## src/rtl/VX_tcu_pkg.sv

```systemverilog
// ---------------------------------------------------------------------------
// VX_tcu_pkg: TCU format IDs, sizing constants and helpers for DRL mask sequencing.
// Revision 1.0
// ---------------------------------------------------------------------------
`default_nettype none

package VX_tcu_pkg;

  localparam int TCU_MAX_INPUTS = 32;
  localparam int TCU_MIN_STRIDE = 1;
  localparam int TCU_MIN_TCK    = 2;
  localparam int TCU_IDX_W      = $clog2(TCU_MAX_INPUTS);

  localparam logic [3:0] TCU_FP32_ID = 4'd0;
  localparam logic [3:0] TCU_FP16_ID = 4'd1;
  localparam logic [3:0] TCU_BF16_ID = 4'd2;
  localparam logic [3:0] TCU_FP8_ID  = 4'd3;
  localparam logic [3:0] TCU_BF8_ID  = 4'd4;
  localparam logic [3:0] TCU_I8_ID   = 4'd9;
  localparam logic [3:0] TCU_U8_ID   = 4'd10;
  localparam logic [3:0] TCU_I4_ID   = 4'd11;
  localparam logic [3:0] TCU_U4_ID   = 4'd12;

  typedef enum logic [0:0] {
    SEQ_IDLE = 1'b0,
    SEQ_BUSY = 1'b1
  } tcu_seq_state_e;

  function automatic int tcu_max_chunks(input int tck);
    return (TCU_MAX_INPUTS + tck * TCU_MIN_STRIDE - 1) / (tck * TCU_MIN_STRIDE);
  endfunction

  function automatic int tcu_chunk_w(input int max_chunks);
    return (max_chunks > 1) ? $clog2(max_chunks) : 1;
  endfunction

  localparam int TCU_MAX_CHUNKS = tcu_max_chunks(TCU_MIN_TCK);
  localparam int TCU_CHUNK_W    = tcu_chunk_w(TCU_MAX_CHUNKS);

  // Zero marks an unsupported format.
  function automatic logic [2:0] tcu_fmt_stride(input logic [3:0] fmt);
    logic [2:0] s;
    case (fmt)
      TCU_FP32_ID, TCU_FP16_ID, TCU_BF16_ID:            s = 3'd4;
      TCU_FP8_ID, TCU_BF8_ID, TCU_I8_ID, TCU_U8_ID:     s = 3'd2;
      TCU_I4_ID, TCU_U4_ID:                             s = 3'd1;
      default:                                          s = 3'd0;
    endcase
    return s;
  endfunction

  function automatic int tcu_num_chunks(input logic [2:0] stride, input int tck);
    int n;
    case (stride)
      3'd1:    n = (TCU_MAX_INPUTS + tck - 1) / tck;
      3'd2:    n = (TCU_MAX_INPUTS + 2 * tck - 1) / (2 * tck);
      3'd4:    n = (TCU_MAX_INPUTS + 4 * tck - 1) / (4 * tck);
      default: n = 1;
    endcase
    return (n < 1) ? 1 : n;
  endfunction

endpackage

`default_nettype wire

```

## src/rtl/vx_tcu_drl_chunk_sel.sv

```systemverilog
// ---------------------------------------------------------------------------
// vx_tcu_drl_chunk_sel: combinational extractor of one TCK-lane chunk of a strided mask.
// Revision 1.0
// ---------------------------------------------------------------------------
`default_nettype none

module vx_tcu_drl_chunk_sel
  import VX_tcu_pkg::*;
#(
  parameter int TCK = 4
) (
  input  logic [TCU_MAX_INPUTS-1:0] mask_i,
  input  logic [2:0]                stride_i,
  input  logic                      fp32_i,
  input  logic [TCU_CHUNK_W-1:0]    chunk_i,
  output logic [TCK-1:0]            lane_mask_o
);

  logic [31:0] idx;

  always_comb begin
    lane_mask_o = '0;
    idx         = '0;
    for (int i = 0; i < TCK; i++) begin
      idx = (32'(chunk_i) * 32'(TCK) + 32'(i)) * 32'(stride_i);
      // FP32 occupies lane pairs, so only even lanes carry an element.
      if ((stride_i != 3'd0) && (idx < 32'(TCU_MAX_INPUTS)) && !(fp32_i && i[0]))
        lane_mask_o[i] = mask_i[idx[TCU_IDX_W-1:0]];
    end
  end

endmodule

`default_nettype wire

```

## src/rtl/vx_tcu_drl_mask_seq.sv

```systemverilog
// ---------------------------------------------------------------------------
// vx_tcu_drl_mask_seq: emits one registered TCK-lane mask per chunk of a request.
// Optional feature macro: TCU_DRL_SKIP_EMPTY_EN (skip all-zero chunks). Revision 1.0
// ---------------------------------------------------------------------------
`default_nettype none

module vx_tcu_drl_mask_seq
  import VX_tcu_pkg::*;
#(
  parameter int N   = 2,
  parameter int TCK = 2 * N
) (
  input  logic                      clk,
  input  logic                      reset,
  input  logic                      valid_in,
  output logic                      ready_in,
  input  logic [TCU_MAX_INPUTS-1:0] vld_mask,
  input  logic [3:0]                fmt_s,
  output logic                      valid_out,
  input  logic                      ready_out,
  output logic [TCK-1:0]            lane_mask,
  output logic [TCU_CHUNK_W-1:0]    chunk_idx,
  output logic                      last,
  output logic                      fmt_err
);

  localparam int MAX_CHUNKS = tcu_max_chunks(TCK);

  tcu_seq_state_e state_q, state_d;

  logic [TCU_MAX_INPUTS-1:0] mask_q;
  logic [2:0]                stride_q;
  logic                      fp32_q;
  logic [TCK-1:0]            lane_q;
  logic [TCU_CHUNK_W-1:0]    chunk_q;
  logic                      last_q;
  logic                      err_q;

  logic [2:0]                stride_in;
  logic                      fp32_in;
  logic                      accept;
  logic                      advance;
  logic                      load;
  logic [TCU_MAX_INPUTS-1:0] sel_mask;
  logic [2:0]                sel_stride;
  logic                      sel_fp32;
  logic [TCU_CHUNK_W-1:0]    nxt_chunk;
  logic                      nxt_last;
  logic [TCK-1:0]            nxt_lane;

  assign stride_in = tcu_fmt_stride(fmt_s);
  assign fp32_in   = (fmt_s == TCU_FP32_ID);

  assign valid_out = (state_q == SEQ_BUSY);
  assign ready_in  = !reset && (!valid_out || (ready_out && last_q));
  assign accept    = valid_in && ready_in;
  assign advance   = valid_out && ready_out && !last_q;
  assign load      = accept || advance;

  // A fresh capture computes its first beat straight from the request inputs.
  assign sel_mask   = accept ? vld_mask  : mask_q;
  assign sel_stride = accept ? stride_in : stride_q;
  assign sel_fp32   = accept ? fp32_in   : fp32_q;

`ifdef TCU_DRL_SKIP_EMPTY_EN
  logic [MAX_CHUNKS-1:0] nz_q;
  logic [MAX_CHUNKS-1:0] nz_in;
  logic [MAX_CHUNKS-1:0] nz_sel;
  logic [31:0]           nz_idx;
  int                    first_lb;

  always_comb begin
    nz_in  = '0;
    nz_idx = '0;
    for (int c = 0; c < MAX_CHUNKS; c++) begin
      for (int i = 0; i < TCK; i++) begin
        nz_idx = (32'(c) * 32'(TCK) + 32'(i)) * 32'(stride_in);
        if ((stride_in != 3'd0) && (nz_idx < 32'(TCU_MAX_INPUTS)) && !(fp32_in && i[0])
            && vld_mask[nz_idx[TCU_IDX_W-1:0]])
          nz_in[c] = 1'b1;
      end
    end
  end

  assign nz_sel = accept ? nz_in : nz_q;

  // Lowest nonzero chunk at or above the search base; chunk 0 when none remain.
  always_comb begin
    first_lb  = accept ? 0 : int'(chunk_q) + 1;
    nxt_chunk = '0;
    for (int c = MAX_CHUNKS - 1; c >= 0; c--) begin
      if (nz_sel[c] && (c >= first_lb))
        nxt_chunk = TCU_CHUNK_W'(c);
    end
    nxt_last = 1'b1;
    for (int c = 0; c < MAX_CHUNKS; c++) begin
      if (nz_sel[c] && (c > int'(nxt_chunk)))
        nxt_last = 1'b0;
    end
  end

  always_ff @(posedge clk) begin
    if (reset)
      nz_q <= '0;
    else if (accept)
      nz_q <= nz_in;
  end
`else
  always_comb begin
    nxt_chunk = accept ? '0 : (chunk_q + 1'b1);
    nxt_last  = (int'(nxt_chunk) == (tcu_num_chunks(sel_stride, TCK) - 1));
  end
`endif

  vx_tcu_drl_chunk_sel #(
    .TCK (TCK)
  ) u_chunk_sel (
    .mask_i      (sel_mask),
    .stride_i    (sel_stride),
    .fp32_i      (sel_fp32),
    .chunk_i     (nxt_chunk),
    .lane_mask_o (nxt_lane)
  );

  always_comb begin
    state_d = state_q;
    case (state_q)
      SEQ_IDLE: if (accept) state_d = SEQ_BUSY;
      SEQ_BUSY: if (ready_out && last_q && !accept) state_d = SEQ_IDLE;
      default:  state_d = SEQ_IDLE;
    endcase
  end

  always_ff @(posedge clk) begin
    if (reset)
      state_q <= SEQ_IDLE;
    else
      state_q <= state_d;
  end

  always_ff @(posedge clk) begin
    if (reset) begin
      mask_q   <= '0;
      stride_q <= '0;
      fp32_q   <= 1'b0;
      err_q    <= 1'b0;
      lane_q   <= '0;
      chunk_q  <= '0;
      last_q   <= 1'b0;
    end else begin
      if (accept) begin
        mask_q   <= vld_mask;
        stride_q <= stride_in;
        fp32_q   <= fp32_in;
        err_q    <= (stride_in == 3'd0);
      end
      if (load) begin
        lane_q  <= nxt_lane;
        chunk_q <= nxt_chunk;
        last_q  <= nxt_last;
      end
    end
  end

  assign lane_mask = lane_q;
  assign chunk_idx = chunk_q;
  assign last      = last_q;
  assign fmt_err   = err_q;

endmodule

`default_nettype wire
```

## config.mk

```make
export PLATFORM = sky130hd
export DESIGN_NAME = vx_tcu_drl_mask_seq
export DESIGN_NICKNAME = d
export VERILOG_FILES = /design/src/rtl/VX_tcu_pkg.sv /design/src/rtl/vx_tcu_drl_chunk_sel.sv /design/src/rtl/vx_tcu_drl_mask_seq.sv
export SDC_FILE = /design/constraint.sdc
export NUM_CORES = 1
export LEC_CHECK = 0
export CORE_UTILIZATION = 55
export DETAILED_ROUTE_END_ITERATION = 7
export PLACE_DENSITY = 0.79
export SLEW_MARGIN = 20
export SYNTH_ARGS = -nofsm -noshare
export SYNTH_HDL_FRONTEND = slang
export SYNTH_SLANG_ARGS = --single-unit
```

## constraint.sdc

```tcl
create_clock -name clk -period 5.4 [get_ports clk]
set_input_delay 0.54 -clock clk [delete_from_list [all_inputs] [get_ports clk]]
set_output_delay 0.54 -clock clk [all_outputs]
set_load 0.01 [all_outputs]
```

==> results.md <==
- Crit Path Category: in -> reg
- Switching part of the total: 33.5%
- Final Routed Wirelength: 11800 um
- Final Skew: 0.0102 ns
- Top FF cell, synth: dfxtp_1
- Post-CTS resize count: 0
- Htree depth: 2
- Clock slew at reported path FFs: 0.10 ns
- Fin. Hold Viols: 0
- Cell taking the most area after synthesis: dfxtp_1
- Utilization after layout: 65.2%
- Setup TNS: 0 ns
- Final GP Congestion: 0.913
- Number of synthesized register bits: 47
- Endpoints failing setup: 0
- LEAKAGE: 1.81 nW
- CTS tree: done
- EDFF count, synth: 0
- Core box area: 7290 sq um
- Reg2reg start: valid_out
- Clock Latency Late Sink: 0.31 ns
- Post-Synth XOR/XNOR Area: 2.73%
- First-pass GRT wire length: 19100 um
- Rows: 31
- Synth top area cells: dfxtp_1 (23%), nand2_1 (8.2%), mux2i_1 (5.8%)
- DRT antenna net count: 0
- Initial Utilization: 57.2%
- Power Density: 179 nW/um^2
- Simple-Gate Fraction of Synth Area: 22.8%
- Post-DP HPWL: 8420 um
- Final min period: 4.69 ns
- Cell variety after synth: 69
- Top Ports: 52
- Hold Crit Class: reg -> reg
- Seq/Total Area, Yosys: 22.5%
- Global route total overflow: 0
- Sequential power share: 44.2%
- Die height: 89.1 um
- Worst setup EP type: flip-flop
- Critical path startpoint category: input pin
- Longest Clk Path Bufs: 2
- Port Buffers: 51
- Async SR Flop Fraction: 0%
- Combinational power share: 29.4%
- Warnings from Yosys: 0
- TritonCTS buffer count: 5
- Number of DRC violations after detailed-routing iteration 0: 366
- Pre-Repair DR Iteration Count: 4
- Area share of fa/ha/maj cells after synthesis: 8.57%
- RSZ-0062 raised after global routing: false
- Hold Path Origin: mask_q[19]
- Largest fanout on the critical path: 24
- VDD IR max: 0.142 mV
- Area Overhead vs Synth: 13.8%
- Initial antenna violation count: 0
- Largest net degree at the start of global routing: 64
- Worst Setup SP: ready_out
- Req. time, crit path: 5.65 ns
- Hold_buf cts: 0
- Antenna diodes: 0
- Synth Area in Compound Gates: 25.0%
- Outcome: complete, no violations
- Post-Syn Area: 4170 sq um
- Worst EP arrival: 4.94 ns
- Max-slew violation count: 0
- Period utilization: 86.8%
- Internal Power: 0.566 mW
- Yosys top cell area share: 22.5%
- Die X: 89.1 um
- WL per Instance: 17.9 um
- Fmax: 213 MHz
- DRC viols: 0
- Die area: 7940 sq um
- DR vias: 4124
- Syn Nets: 598
- Maxcap violations: 0
- Top cells by count, synth: nand2_1 (91), dfxtp_1 (47), a21oi_1 (44), nor2_1 (33)
- Measured slew at the worst slew-check pin: 0.797 ns
- Cell with the most instances after synthesis: nand2_1
- Clk pwr share: 26.4%
- Fin nets: 623
- Main combinational cell family by area after synthesis: compound AO/OA/AOI/OAI gates
- Syn Area/Cell: 7.83 sq um
- Switching pwr: 0.285 mW
- Hold Slack: 0.460 ns
- Layout cell share with drive strength beyond 1: 7.33%
- Cells after Synth: 533
- Vias per cell: 6.27
- Vias in the first global route: 3941
- Slew HR: 46.8%
- Post-CTS setup buffers: 0
- Multiplexer share of the synthesized area: 11.8%
- Clock Sinks: 47
- GRT Resource Usage Total: 31.4%
- Root Driver: clkbuf_8
[per-layer routing]
metal  wire (um)  vias up  part of all wire [%]  track usage [%]
met5           0        -                     0                0
met4         264        0                   2.2             13.3
met3         754       28                   6.4             5.63
met2        5390      174                    46             49.0
met1        5340     1956                    45             42.9
li1            -     1966                     -                -
[flip-flops by register name, indices dropped and copies added, names as in the netlist]
name       flops
chunk_idx      4
fmt_err        1
fp32_q         1
lane_mask      4
last           1
mask_q        32
stride_q       3
valid_out      1
[per-stage QoR]
step / power, mW / worst slack [ns] / std cells / instance area [sq um]
2_1_floorplan: 0.544 / 0.949 / 533 / 4170
3_3_place_gp: 0.625 / 0.663 / 650 / 4660
3_5_place_dp: 0.629 / 0.471 / 650 / 4660
4_1_cts: 0.848 / 0.749 / 658 / 4750
5_1_grt: 0.894 / 0.391 / 658 / 4750
6_report: 0.852 / 0.714 / 658 / 4750
[cell type report]
cell class,count,area (sq um)
Clock buffer,6,72.6
Fill cell,685,2540
Multi-Input combinational cell,426,2960
Tap cell,99,124
Inverter,20,75.1
Timing Repair Buffer,58,563
Sequential cell,47,941
Clock inverter,2,17.5
[kinds of logic (layout without fill, tap and decap cells)]
| logic type | count (synthesis) | after routing |
|---|---|---|
| buffers and inverters | 60 | 86 |
| AOI/OAI and AO/OA | 151 | 151 |
| muxes | 39 | 39 |
| and+or+nand+nor | 198 | 198 |
| DFF | 47 | 47 |
| xor gates and xnor gates | 13 | 13 |
| adders and majority gates | 25 | 25 |
[worst paths after layout]
kind	end	slack, ns	cells after the start
hold reg to reg	mask_q[19]	0.46	2
setup / recovery	lane_mask[2]	0.71	13
setup reg to reg	lane_mask[2]	1.11	12
hold / removal	mask_q[19]	0.46	2
[worst max-delay path, cell delays in order]
cell and delay [ns]:
clkdlybuf4s50_1 0.52, a21boi_4 0.67, nor2_4 0.15, nor2_1 0.33
nand2_1 0.13, fa_1 0.63, inv_1 0.11, ha_1 0.38
a2111oi_0 0.39, a21oi_1 0.07, or4_1 0.48, a2111oi_0 0.37
a211o_1 0.15
[placed cells by master (no fill, tap or decap), types with 10 or more instances in the layout]
cell type        instances
nor2_1                  33
dfxtp_1                 47
nand2_1                 91
nor3_1                  10
o21ai_0                 17
clkdlybuf4s50_1         51
ha_1                    19
o31ai_1                 13
inv_1                   20
and3_1                  12
a21boi_0                13
a21oi_1                 44
mux2i_1                 24
[power groups by stage]
stage	logic [mW]	clock network (mW)	registers, mW
global route	0.272	0.244	0.379
floorplan	0.165	0	0.379
global placement	0.241	0	0.384
CTS	0.246	0.226	0.376
detailed placement	0.245	0	0.384
finish	0.250	0.225	0.377
(Power assumes the default switching activity.)
